<file path="config.mk">
export PLATFORM = sky130hd
export DESIGN_NAME = ram_port_arbiter
export DESIGN_NICKNAME = d
export VERILOG_FILES = /design/src/rtl/cpu_mem_pkg.sv /design/src/rtl/ram_arb_prio.sv /design/src/rtl/ram_port_arbiter.sv
export SDC_FILE = /design/constraint.sdc
export NUM_CORES = 1
export LEC_CHECK = 0
export ABC_AREA = 1
export BUFFER_PORTS_ARGS = -buffer_cell sky130_fd_sc_hd__buf_2
export CAP_MARGIN = 0
export CORE_AREA = 5 5 94 96
export CTS_BUF_LIST = sky130_fd_sc_hd__clkbuf_4
export CTS_CLUSTER_SIZE = 24
export DETAILED_ROUTE_END_ITERATION = 8
export DIE_AREA = 0 0 99 101
export MAX_ROUTING_LAYER = met4
export SLEW_MARGIN = 20
export SYNTH_ARGS = -nofsm -noshare
export SYNTH_HDL_FRONTEND = slang
export SYNTH_SLANG_ARGS = --single-unit
</file>
<file path="constraint.sdc">
create_clock -name clk -period 3.4 [get_ports clk]
set_input_delay 0 -clock clk [delete_from_list [all_inputs] [get_ports clk]]
set_output_delay 0 -clock clk [all_outputs]
set_load 0.01 [all_outputs]
</file>
<file path="src/rtl/cpu_mem_pkg.sv">
// Shared constants for the CPU memory subsystem: default geometry,
// requester port ids and command field widths.
package cpu_mem_pkg;

  localparam int unsigned ADDR_W_DEFAULT       = 8;
  localparam int unsigned STARVE_LIMIT_DEFAULT = 4;

  localparam int unsigned PORT_INST = 0;
  localparam int unsigned PORT_DATA = 1;

  localparam int unsigned WEN_W  = 4;
  localparam int unsigned WORD_W = 32;
  localparam int unsigned CNT_W  = 4;

endpackage

</file>
<file path="src/rtl/ram_arb_prio.sv">
// Fetch/data grant arbitration: data first, with a starvation counter that
// lets a waiting fetch win once after STARVE_LIMIT consecutive data grants.
module ram_arb_prio
  import cpu_mem_pkg::*;
#(
  parameter int unsigned STARVE_LIMIT = STARVE_LIMIT_DEFAULT
) (
  input  logic clk,
  input  logic reset,
  input  logic cancel,
  input  logic inst_req,
  input  logic data_req,
  output logic inst_gnt,
  output logic data_gnt
);

  logic [CNT_W-1:0] starve_cnt;
  logic [CNT_W-1:0] starve_nxt;
  logic             inst_ok;
  logic             data_ok;
  logic             fetch_due;

  always_comb begin
    inst_ok   = inst_req & ~cancel & ~reset;
    data_ok   = data_req & ~reset;
    fetch_due = (starve_cnt == CNT_W'(STARVE_LIMIT));
    inst_gnt  = inst_ok & (~data_ok | fetch_due);
    data_gnt  = data_ok & ~inst_gnt;

    // Count data grants that overtook a waiting fetch; saturate at the limit.
    starve_nxt = starve_cnt;
    if (inst_gnt || !inst_req) begin
      starve_nxt = '0;
    end else if (data_gnt && !fetch_due) begin
      starve_nxt = starve_cnt + CNT_W'(1);
    end
  end

  always_ff @(posedge clk) begin
    if (reset) begin
      starve_cnt <= '0;
    end else begin
      starve_cnt <= starve_nxt;
    end
  end

endmodule

</file>
<file path="src/rtl/ram_port_arbiter.sv">
// Shares one synchronous-read RAM between the fetch and data ports: one
// access per cycle, read data returned one cycle later to the right port.
module ram_port_arbiter
  import cpu_mem_pkg::*;
#(
  parameter int unsigned ADDR_W       = ADDR_W_DEFAULT,
  parameter int unsigned STARVE_LIMIT = STARVE_LIMIT_DEFAULT
) (
  input  logic              clk,
  input  logic              reset,
  input  logic              cancel,
  input  logic              inst_req,
  input  logic [31:0]       inst_addr,
  output logic              inst_gnt,
  output logic              inst_rvalid,
  output logic [31:0]       inst_rdata,
  input  logic              data_req,
  input  logic [31:0]       data_addr,
  input  logic [WEN_W-1:0]  data_wen,
  input  logic [31:0]       data_wdata,
  output logic              data_gnt,
  output logic              data_rvalid,
  output logic [31:0]       data_rdata,
  output logic              ram_en,
  output logic [WEN_W-1:0]  ram_wen,
  output logic [ADDR_W-1:0] ram_addr,
  output logic [31:0]       ram_wdata,
  input  logic [31:0]       ram_rdata
);

  logic port_sel;
  logic pend_inst;
  logic pend_data;
  logic unused_addr_bits;

  ram_arb_prio #(
    .STARVE_LIMIT(STARVE_LIMIT)
  ) u_prio (
    .clk     (clk),
    .reset   (reset),
    .cancel  (cancel),
    .inst_req(inst_req),
    .data_req(data_req),
    .inst_gnt(inst_gnt),
    .data_gnt(data_gnt)
  );

  assign port_sel = data_gnt ? 1'(PORT_DATA) : 1'(PORT_INST);

  // RAM command driven from whichever port won this cycle.
  always_comb begin
    ram_en    = inst_gnt | data_gnt;
    ram_wen   = '0;
    ram_addr  = inst_addr[ADDR_W+1:2];
    ram_wdata = data_wdata;
    if (port_sel == 1'(PORT_DATA)) begin
      ram_addr = data_addr[ADDR_W+1:2];
      ram_wen  = data_wen;
    end
  end

  // Response tags: which port owns the read data arriving next cycle.
  always_ff @(posedge clk) begin
    if (reset) begin
      pend_inst <= 1'b0;
      pend_data <= 1'b0;
    end else begin
      pend_inst <= inst_gnt;
      pend_data <= data_gnt & (data_wen == '0);
    end
  end

  // A flush in the response cycle kills a fetch that was already in flight.
  assign inst_rvalid = pend_inst & ~cancel & ~reset;
  assign data_rvalid = pend_data & ~reset;
  assign inst_rdata  = ram_rdata;
  assign data_rdata  = ram_rdata;

  assign unused_addr_bits = ^{inst_addr[31:ADDR_W+2], inst_addr[1:0],
                              data_addr[31:ADDR_W+2], data_addr[1:0]};

endmodule

</file>
# Yosys cells after proc, flatten, opt, wreduce, memory -nomap -nowiden
# Index checks and enable logic that the tools add are counted.
# W data, S select, Z words.
# op_classes
add_sub_neg	1
multipliers	0
div_mod_pow	0
magnitude_cmp	0
n_eq_ne	1
n_shift	0
muxes	3
bitwise	15
n_reduce_logical	6
# ops
cell	n
$and A1 B1 Y1	9
$mux W8	1
$add A4 B1 Y4 const B	1
$eq A4 B3 Y1 const B	1
$logic_not A4 Y1	1
$mux W4	1
$not A1 Y1	4
$logic_not A1 Y1	2
$or A1 B1 Y1	2
$reduce_or A2 Y1	1
$logic_and A1 B1 Y1	1
$logic_or A1 B1 Y1	1
$mux W1	1
# word_totals
ff_bits	6
latch_bits	0
ramBits	0
mem_bits_ro	0
input_bits	137
out_inout_bits	113
wordCells	29
mem_count	0

# Depth between registers and ports, before layout
# Gate-level depths: netlist (run 1).
# logic_depth
word_depth	9
ltp_mapped	9
mapped_depth_nobuf	8

# By module
# Synthesis (run 1) repeated with hierarchy kept, for this count alone.
# hier_totals
cells_unflattened	183
area_unflattened_um2	1223.7
# modules_own_cells
module	n_inst	cells_per_inst	area_per_inst_um2	seq_area_each_um2
ram_port_arbiter	1	144	944.7	40.0
ram_arb_prio	1	39	279.0	80.1

# Worst setup path before layout (run 1)
# No wires, ideal clock.
# synth_path
kind	reg2out
startpoint	register u_prio.starve_cnt[0]
endpoint	output port ram_wen[0]
arrival_time_ns	1.252
required_time_ns	3.400
slack_ns	2.148
path_stages_with_launch	9
path_buffers	1
cell_sequence	dfxtp_1 > inv_1 > ha_1 > nand3_1 > nand2_2 > nand2_2 > nand2_4 > buf_6 > nor2_1
# synth_via
elab_chain_cells	7
# synth_rtl
element	line	source
start: declaration	ram_arb_prio.sv:17	logic [CNT_W-1:0] starve_cnt;
start signal: assignment	ram_arb_prio.sv:43	starve_cnt <= starve_nxt;
$eq A4 B3 Y1	ram_arb_prio.sv:26	fetch_due = (starve_cnt == CNT_W'(STARVE_LIMIT));
$or A1 B1 Y1	ram_arb_prio.sv:27	inst_gnt = inst_ok & (~data_ok | fetch_due);
$and A1 B1 Y1	ram_arb_prio.sv:27	
$not A1 Y1	ram_arb_prio.sv:28	data_gnt = data_ok & ~inst_gnt;
$and A1 B1 Y1	ram_arb_prio.sv:28	
$mux W1	ram_port_arbiter.sv:48	assign port_sel = data_gnt ? 1'(PORT_DATA) : 1'(PORT_INST);
$mux W4	ram_port_arbiter.sv:56	if (port_sel == 1'(PORT_DATA)) begin
end: declaration	ram_port_arbiter.sv:25	output logic [WEN_W-1:0] ram_wen,
# Every way passes these cells.

# Final worst setup path (run 1)
# layout_path
startpoint	register u_prio.starve_cnt[0]
endpoint	output port ram_addr[7]
# layout_via
elab_chain_cells	7
# layout_rtl
element	line	source
$eq A4 B3 Y1	ram_arb_prio.sv:26	
$or A1 B1 Y1	ram_arb_prio.sv:27	
$and A1 B1 Y1	ram_arb_prio.sv:27	
$not A1 Y1	ram_arb_prio.sv:28	
$and A1 B1 Y1	ram_arb_prio.sv:28	
$mux W1	ram_port_arbiter.sv:48	
$mux W8	ram_port_arbiter.sv:56	
end: declaration	ram_port_arbiter.sv:26	output logic [ADDR_W-1:0] ram_addr,
# Every way passes these cells.

==> results_tabular.tex, run 1 <==
\begin{tabular}{lr}
\hline
Metric & Value \\
\hline
\multicolumn{2}{l}{\textbf{Power and ir drop}} \\
Part of the total power dissipated in sequential elements & 36.1\% \\
Leakage power & 0.000450 uW \\
Comb power frac & 31.3\% \\
Switching power summed over all nets & 62.4 uW \\
Internal power contribution & 138 uW \\
Switching part of the total & 31.2\% \\
Pwr Density & 240 nW/um2 \\
Total power after layout & 200 uW \\
Worst ir drop on vdd & 0.0000457 V \\
Clock network power share & 32.6\% \\
\multicolumn{2}{l}{\textbf{Setup path}} \\
Type of origin of the critical path & flop \\
Start-to-end type of the worst setup path & flop to output pin \\
Length in cells of the worst reg-to-reg path & 7 \\
Signal arrival time at the worst endpoint & 1890 ps \\
Crit path max fanout & 14 \\
Critical R2R Capture & u\_prio.starve\_cnt[1]\$\_SDFFE\_PP0P\_ \\
Reg-to-reg setup timing slack & 1840 ps \\
Launch point of the worst reg-to-reg path & u\_prio.starve\_cnt[0]\$\_SDFFE\_PP0P\_ \\
Type of destination of the critical path & output pin \\
Endpoint required time on the critical path & 3400 ps \\
\multicolumn{2}{l}{\textbf{STA}} \\
Setup repair after global routing missed its margin & no \\
Slew Viols, Final & 0 \\
Normalized max-slew margin & 73.3\% \\
Worst-Margin Slew & 400 ps \\
Final worst-path cycle share & 55.5\% \\
Shortest clock period the worst path allows after layout & 1890 ps \\
Final count of hold timing violations & 0 \\
Max Clock Freq & 0.530 GHz \\
Clk\_skew & 4.81 ps \\
Number of setup violations in the final report & 0 \\
Final sum of negative setup slack & 0 ps \\
\multicolumn{2}{l}{\textbf{Clocking}} \\
Post-CTS Hold Buffers & 0 \\
Number of gates given a new drive strength after cts & 0 \\
Number of sinks driven by the clock tree & 6 \\
Clock transition time at the flip-flop clock pins of the worst setup and hold paths & 40 ps \\
Setup repair bufs after CTS & 0 \\
Cell at the root of the clock tree & clkbuf\_4 \\
Clock Path Buffers & 2 \\
TritonCTS clock tree & done \\
H-Tree Depth & 1 \\
Latest clock arrival within the worst-skew pair & 240 ps \\
Inserted Clock Buffers & 3 \\
\multicolumn{2}{l}{\textbf{Place}} \\
Global placement routability congestion & 0.715 \\
Cell area reported after detailed placement & 813 um2 \\
Final HPWL from detailed placement & 2330 um \\
IO Port Bufs & 41 \\
\multicolumn{2}{l}{\textbf{Logic synthesis}} \\
Post-Synthesis Cells & 179 \\
Netlist area before placement & 1220 um2 \\
Net count after synthesis & 318 \\
Average instance area after synthesis & 6.82 um2 \\
Yosys warnings & 0 \\
Portion of the post-synthesis area used by sequential elements & 9.84\% \\
FF+latch count, synth & 6 \\
Library cells used by synthesis & 18 \\
\multicolumn{2}{l}{\textbf{Detailed routing}} \\
Post-DR vias/cell & 3.17 \\
Total DRC errors in the routed layout & 0 \\
Detailed-route via count & 727 \\
Routed length per placed instance & 12.0 um \\
Total length of routed wires & 2750 um \\
Router iterations before antenna repair & 4 \\
Number of nets with antenna violations after routing & 0 \\
DRC violation total after the first TritonRoute iteration & 30 \\
\multicolumn{2}{l}{\textbf{Run status}} \\
Result of the run & finished clean \\
\multicolumn{2}{l}{\textbf{Floorplanning}} \\
IO Count & 250 \\
Die Width & 99 um \\
Area of the die & 10000 um2 \\
Die height & 101 um \\
Placeable core region & 7970 um2 \\
Row Count & 33 \\
Initial core utilization & 15.3\% \\
\multicolumn{2}{l}{\textbf{Final layout}} \\
Number of diodes & 0 \\
Share of cells above drive strength 1 & 40.3\% \\
Most frequent cells in the layout & 41 x buf\_2, 26 x nand2\_1, 14 x inv\_1, 11 x nand3\_1, 7 x nor2\_1 \\
Layout overhead on the synthesized area & -31.6\% \\
Most common cell after layout, fill and taps aside & buf\_2 \\
Design Area, Final & 836 um2 \\
Final layout net count & 265 \\
\multicolumn{2}{l}{\textbf{Min path}} \\
Worst hold-check path type & input port to output pin \\
Worst Hold End & ram\_wdata[24] \\
Number of cells traversed by the worst hold path & 0 \\
Hold path start & data\_wdata[24] \\
\multicolumn{2}{l}{\textbf{Global routing}} \\
Via count of the first global-routing pass & 650 \\
Largest net degree at the start of global routing & 15 \\
Overflow after GRT & 0 \\
First-pass GRT wire length & 3660 um \\
Antenna violations before repair & 0 \\
Total global routing track utilization & 4.97\% \\
\multicolumn{2}{l}{\textbf{Job}} \\
Max-cap viol count & 0 \\
\hline
\end{tabular}
==> layer usage <==
metal / track usage [%] / share of wire (%)
met1: 5.33 / 37
met2: 6.51 / 37
met3: 2.15 / 17
met4: 5.25 / 9.4
met5: - / 0
==> through the flow <==
step / instances / setup slack, ps / utilization [%] / hold WS, ps
floorplan: 179 / 2150 / - / 47.5
global placement: 226 / 1790 / 10.2 / 0.0686
detailed placement: 226 / 1770 / 10.2 / 0.0686
CTS: 229 / 1500 / 10.5 / 0.0686
global route: 229 / 1350 / 10.5 / 0.0151
finish: 229 / 1510 / 10.5 / 0.00374
==> worst max-delay path, stage by stage (launching register included) <==
cell and delay [ps]:
dfxtp_1 380, inv_1 80, ha_1 190, nand3_1 110, nand2_2 110, nand2_2 280, nand2_4 180, nand2_1 100
nand2_1 60, buf_2 140
==> cell usage after synthesis, drive strengths merged <==
cell | number | area (um2)
nor3 | 1 | 10.0
nor3b | 1 | 7.51
xor2 | 1 | 8.76
buf | 99 | 744
dfxtp | 6 | 120
nor2 | 8 | 37.5
inv | 14 | 52.6
nand2 | 29 | 121
nand3 | 11 | 55.1
ha | 2 | 25.0
or2 | 1 | 6.26
nand4 | 2 | 12.5
a21oi | 4 | 20.0
==> how the worst max path moves through the flow <==
stage	startpoint	slack (ps)	to
3_5_place_dp	u_prio.starve_cnt[0]$_SDFFE_PP0P_	1770	ram_addr[5]
3_3_place_gp	u_prio.starve_cnt[0]$_SDFFE_PP0P_	1790	ram_addr[5]
5_1_grt	u_prio.starve_cnt[0]$_SDFFE_PP0P_	1350	ram_wen[2]
6_report	u_prio.starve_cnt[0]$_SDFFE_PP0P_	1510	ram_addr[7]
4_1_cts	u_prio.starve_cnt[0]$_SDFFE_PP0P_	1500	ram_addr[5]
2_1_floorplan	u_prio.starve_cnt[0]$_SDFFE_PP0P_	2150	ram_wen[0]
==> cells by family (layout without fill, tap and decap cells) <==
logic type | Yosys count | in the layout | synth area share [%]
fa+ha+maj | 2 | 2 | 2.05
buf+inv | 113 | 58 | 65.3
flops | 6 | 6 | 9.84
simple gates | 53 | 53 | 20.5
compound gates | 4 | 4 | 1.64
xor+xnor | 1 | 1 | 0.717
==> power by group through the flow <==
stage / sequential [uW] / combinational [uW] / clock [uW]
after global routing: 72.2 / 70.1 / 72.4
after CTS: 72.1 / 63.6 / 70.3
after detailed placement: 73.5 / 63.3 / 0
final: 72.2 / 62.8 / 65.3
after global placement: 73.5 / 62.5 / 0
after floorplan: 73.4 / 149 / 0
==> state kept, by name, summed over array words and instances (netlist names) <==
signal	count
u_prio.starve_cnt	4
pend_data	1
pend_inst	1
==> final cells by class <==
| cell class | count | area [um2] |
|---|---|---|
| Clock buffer | 3 | 22.5 |
| Fill cell | 917 | 7130 |
| Sequential cell | 6 | 120 |
| Tap cell | 105 | 131 |
| Timing Repair Buffer | 41 | 205 |
| Multi-Input combinational cell | 60 | 304 |
| Inverter | 14 | 52.6 |
(Power assumes the default switching activity.)
==> run 2: changes to the inputs <==
==> constraint.sdc (replaced) <==
create_clock -name clk -period 1.65 [get_ports clk]
set_input_delay 0 -clock clk [delete_from_list [all_inputs] [get_ports clk]]
set_output_delay 0 -clock clk [all_outputs]
set_load 0.01 [all_outputs]
==> run 2 against run 1 <==
  * Count of clock-buffer cells in the layout unchanged
  * Flip-flop and latch count unchanged
  * Critical endpoint is now ram_addr[1]
  * Worst hold slack unchanged
  * Die area unchanged
  * Design area increased by 9.1%
  * Final cell count increased by 3.1%
  * Highest routed layer unchanged
  * Clock skew decreased by 3.8 ps
==> results_tabular.tex, run 2 (same netlist as run 1, synthesis figures left out) <==
\begin{tabular}{lr}
\hline
Metric & Value \\
\hline
\multicolumn{2}{l}{\textbf{Run status}} \\
Result of the run & finished clean \\
\multicolumn{2}{l}{\textbf{Setup path}} \\
Start-to-end type of the worst setup path & flop to output pin \\
Worst setup path startpoint & u\_prio.starve\_cnt[0]\$\_SDFFE\_PP0P\_ \\
Launch point of the worst reg-to-reg path & u\_prio.starve\_cnt[0]\$\_SDFFE\_PP0P\_ \\
Endpoint required time on the critical path & 1650 ps \\
Crit path max fanout & 6 \\
Signal arrival time at the worst endpoint & 1550 ps \\
Reg-to-reg setup timing slack & 130 ps \\
Type of destination of the critical path & output pin \\
Length in cells of the worst reg-to-reg path & 9 \\
Type of origin of the critical path & flop \\
Critical R2R Capture & u\_prio.starve\_cnt[2]\$\_SDFFE\_PP0P\_ \\
\multicolumn{2}{l}{\textbf{Final layout}} \\
Flip-flop count of the largest register, all copies and words added & 4 \\
Most frequent cells in the layout & 41 x buf\_2, 26 x nand2\_1, 14 x inv\_1, 10 x nand3\_1, 7 x nor2\_1 \\
Most flops, register & u\_prio.starve\_cnt \\
Layout overhead on the synthesized area & -25.3\% \\
Final layout net count & 272 \\
Number of diodes & 0 \\
Share of cells above drive strength 1 & 45.0\% \\
Registers with the most flip-flops & u\_prio.starve\_cnt (4), pend\_data (1), pend\_inst (1) \\
Most common cell after layout, fill and taps aside & buf\_2 \\
Post-layout utilization of the core & 11.4\% \\
\multicolumn{2}{l}{\textbf{Power and ir drop}} \\
Total power after layout & 427 uW \\
Pwr Density & 468 nW/um2 \\
Worst ir drop on vdd & 0.000125 V \\
Switching part of the total & 31.2\% \\
Comb power frac & 33.9\% \\
Part of the total power dissipated in sequential elements & 34.8\% \\
Switching power summed over all nets & 133 uW \\
Clock network power share & 31.3\% \\
Internal power contribution & 294 uW \\
Leakage power & 0.000491 uW \\
\multicolumn{2}{l}{\textbf{Detailed routing}} \\
Met3 WL post-DR & 395 um \\
Total DRC errors in the routed layout & 0 \\
Routed metal-1 wire length & 1100 um \\
Detailed-route via count & 779 \\
Total length of routed wires & 2990 um \\
Routed length per placed instance & 12.7 um \\
Met2 Routed Length & 1240 um \\
DRC violation total after the first TritonRoute iteration & 17 \\
Router iterations before antenna repair & 4 \\
Uppermost layer routed & met4 \\
Number of nets with antenna violations after routing & 0 \\
Post-DR vias/cell & 3.30 \\
\multicolumn{2}{l}{\textbf{Clocking}} \\
Latest clock arrival within the worst-skew pair & 240 ps \\
H-Tree Depth & 1 \\
Inserted Clock Buffers & 3 \\
Clock Path Buffers & 2 \\
Clock transition time at the flip-flop clock pins of the worst setup and hold paths & 40 ps \\
Post-CTS Hold Buffers & 0 \\
Cell at the root of the clock tree & clkbuf\_4 \\
TritonCTS clock tree & done \\
Number of sinks driven by the clock tree & 6 \\
\multicolumn{2}{l}{\textbf{Min path}} \\
Worst Hold End & ram\_wdata[24] \\
Worst hold-check path type & input port to output pin \\
Hold path start & data\_wdata[24] \\
Number of cells traversed by the worst hold path & 0 \\
\multicolumn{2}{l}{\textbf{STA}} \\
Slew Viols, Final & 0 \\
Final count of hold timing violations & 0 \\
Normalized max-slew margin & 84.2\% \\
Clk\_skew & 1.03 ps \\
Worst-Margin Slew & 236 ps \\
Number of setup violations in the final report & 0 \\
Max Clock Freq & 0.645 GHz \\
Shortest clock period the worst path allows after layout & 1550 ps \\
Final worst-path cycle share & 94.0\% \\
\multicolumn{2}{l}{\textbf{Place}} \\
Final HPWL from detailed placement & 2400 um \\
IO Port Bufs & 41 \\
Global placement routability congestion & 0.716 \\
\multicolumn{2}{l}{\textbf{Global routing}} \\
Largest net degree at the start of global routing & 15 \\
Via count of the first global-routing pass & 752 \\
Overflow after GRT & 0 \\
Total global routing track utilization & 5.48\% \\
Antenna violations before repair & 0 \\
First-pass GRT wire length & 3990 um \\
\multicolumn{2}{l}{\textbf{Floorplanning}} \\
Area of the die & 10000 um2 \\
Die height & 101 um \\
IO Count & 250 \\
Placeable core region & 7970 um2 \\
Die Width & 99 um \\
Initial core utilization & 15.3\% \\
Row Count & 33 \\
\multicolumn{2}{l}{\textbf{Job}} \\
Max-cap viol count & 0 \\
\hline
\end{tabular}
## run 2: cell type report
cell class	instances	area (um2)
repair buffers	48	262
inverters	14	52.6
clock buffers	3	22.5
fillers	919	7060
multi-input cells	60	323
flip-flops and latches	6	121
well taps	105	131
## run 2: critical path, stage by stage, from the launching register on
cell and delay, ps:
dfxtp_2 320, inv_1 50, ha_1 210, nand3_2 90, nand2_2 80, nand2_4 150, buf_4 160, nand3_1 60
nand2_1 70, buf_2 120
## run 2: layer usage
layer	global-route usage, %	vias up
met4	5.15	0
met5	-	-
met3	1.94	40
met1	6.23	332
met2	7.33	52
li1	-	355
## run 2: how the worst max path moves through the flow
stage / to / slack (ps) / depth (start not counted)
6_report: ram_addr[1] / 100 / 9
5_1_grt: ram_addr[5] / -20 / 9
4_1_cts: ram_addr[5] / 30 / 9
3_5_place_dp: ram_addr[6] / 140 / 9
3_3_place_gp: ram_addr[6] / 130 / 9
2_1_floorplan: ram_wen[0] / 400 / 8
## run 2: power groups by stage
stage	registers, uW	clock network, uW	logic [uW]
3_5_place_dp	151	0	137
2_1_floorplan	151	0	306
4_1_cts	148	139	146
6_report	148	134	145
5_1_grt	149	145	161
3_3_place_gp	151	0	135
## run 2: timing repair
item,in CTS,in global routing
pin swaps,2,0
endpoints found under the setup margin,13,11
setup buffers,3,0
gates resized for setup,2,3
## run 2: stage by stage
step / cells / setup WS (ps) / instance area (um2) / hold WS (ps) / TNS [ps]
final: 236 / 99.5 / 912 / 0.00374 / 0
after global routing: 236 / -19.3 / 912 / 0.0151 / -44.9
after CTS: 236 / 32.0 / 902 / 0.0686 / 0
after detailed placement: 230 / 140 / 843 / 0.0686 / 0
after global placement: 230 / 131 / 843 / 0.0686 / 0
after floorplan: 179 / 398 / 1220 / 47.5 / 0
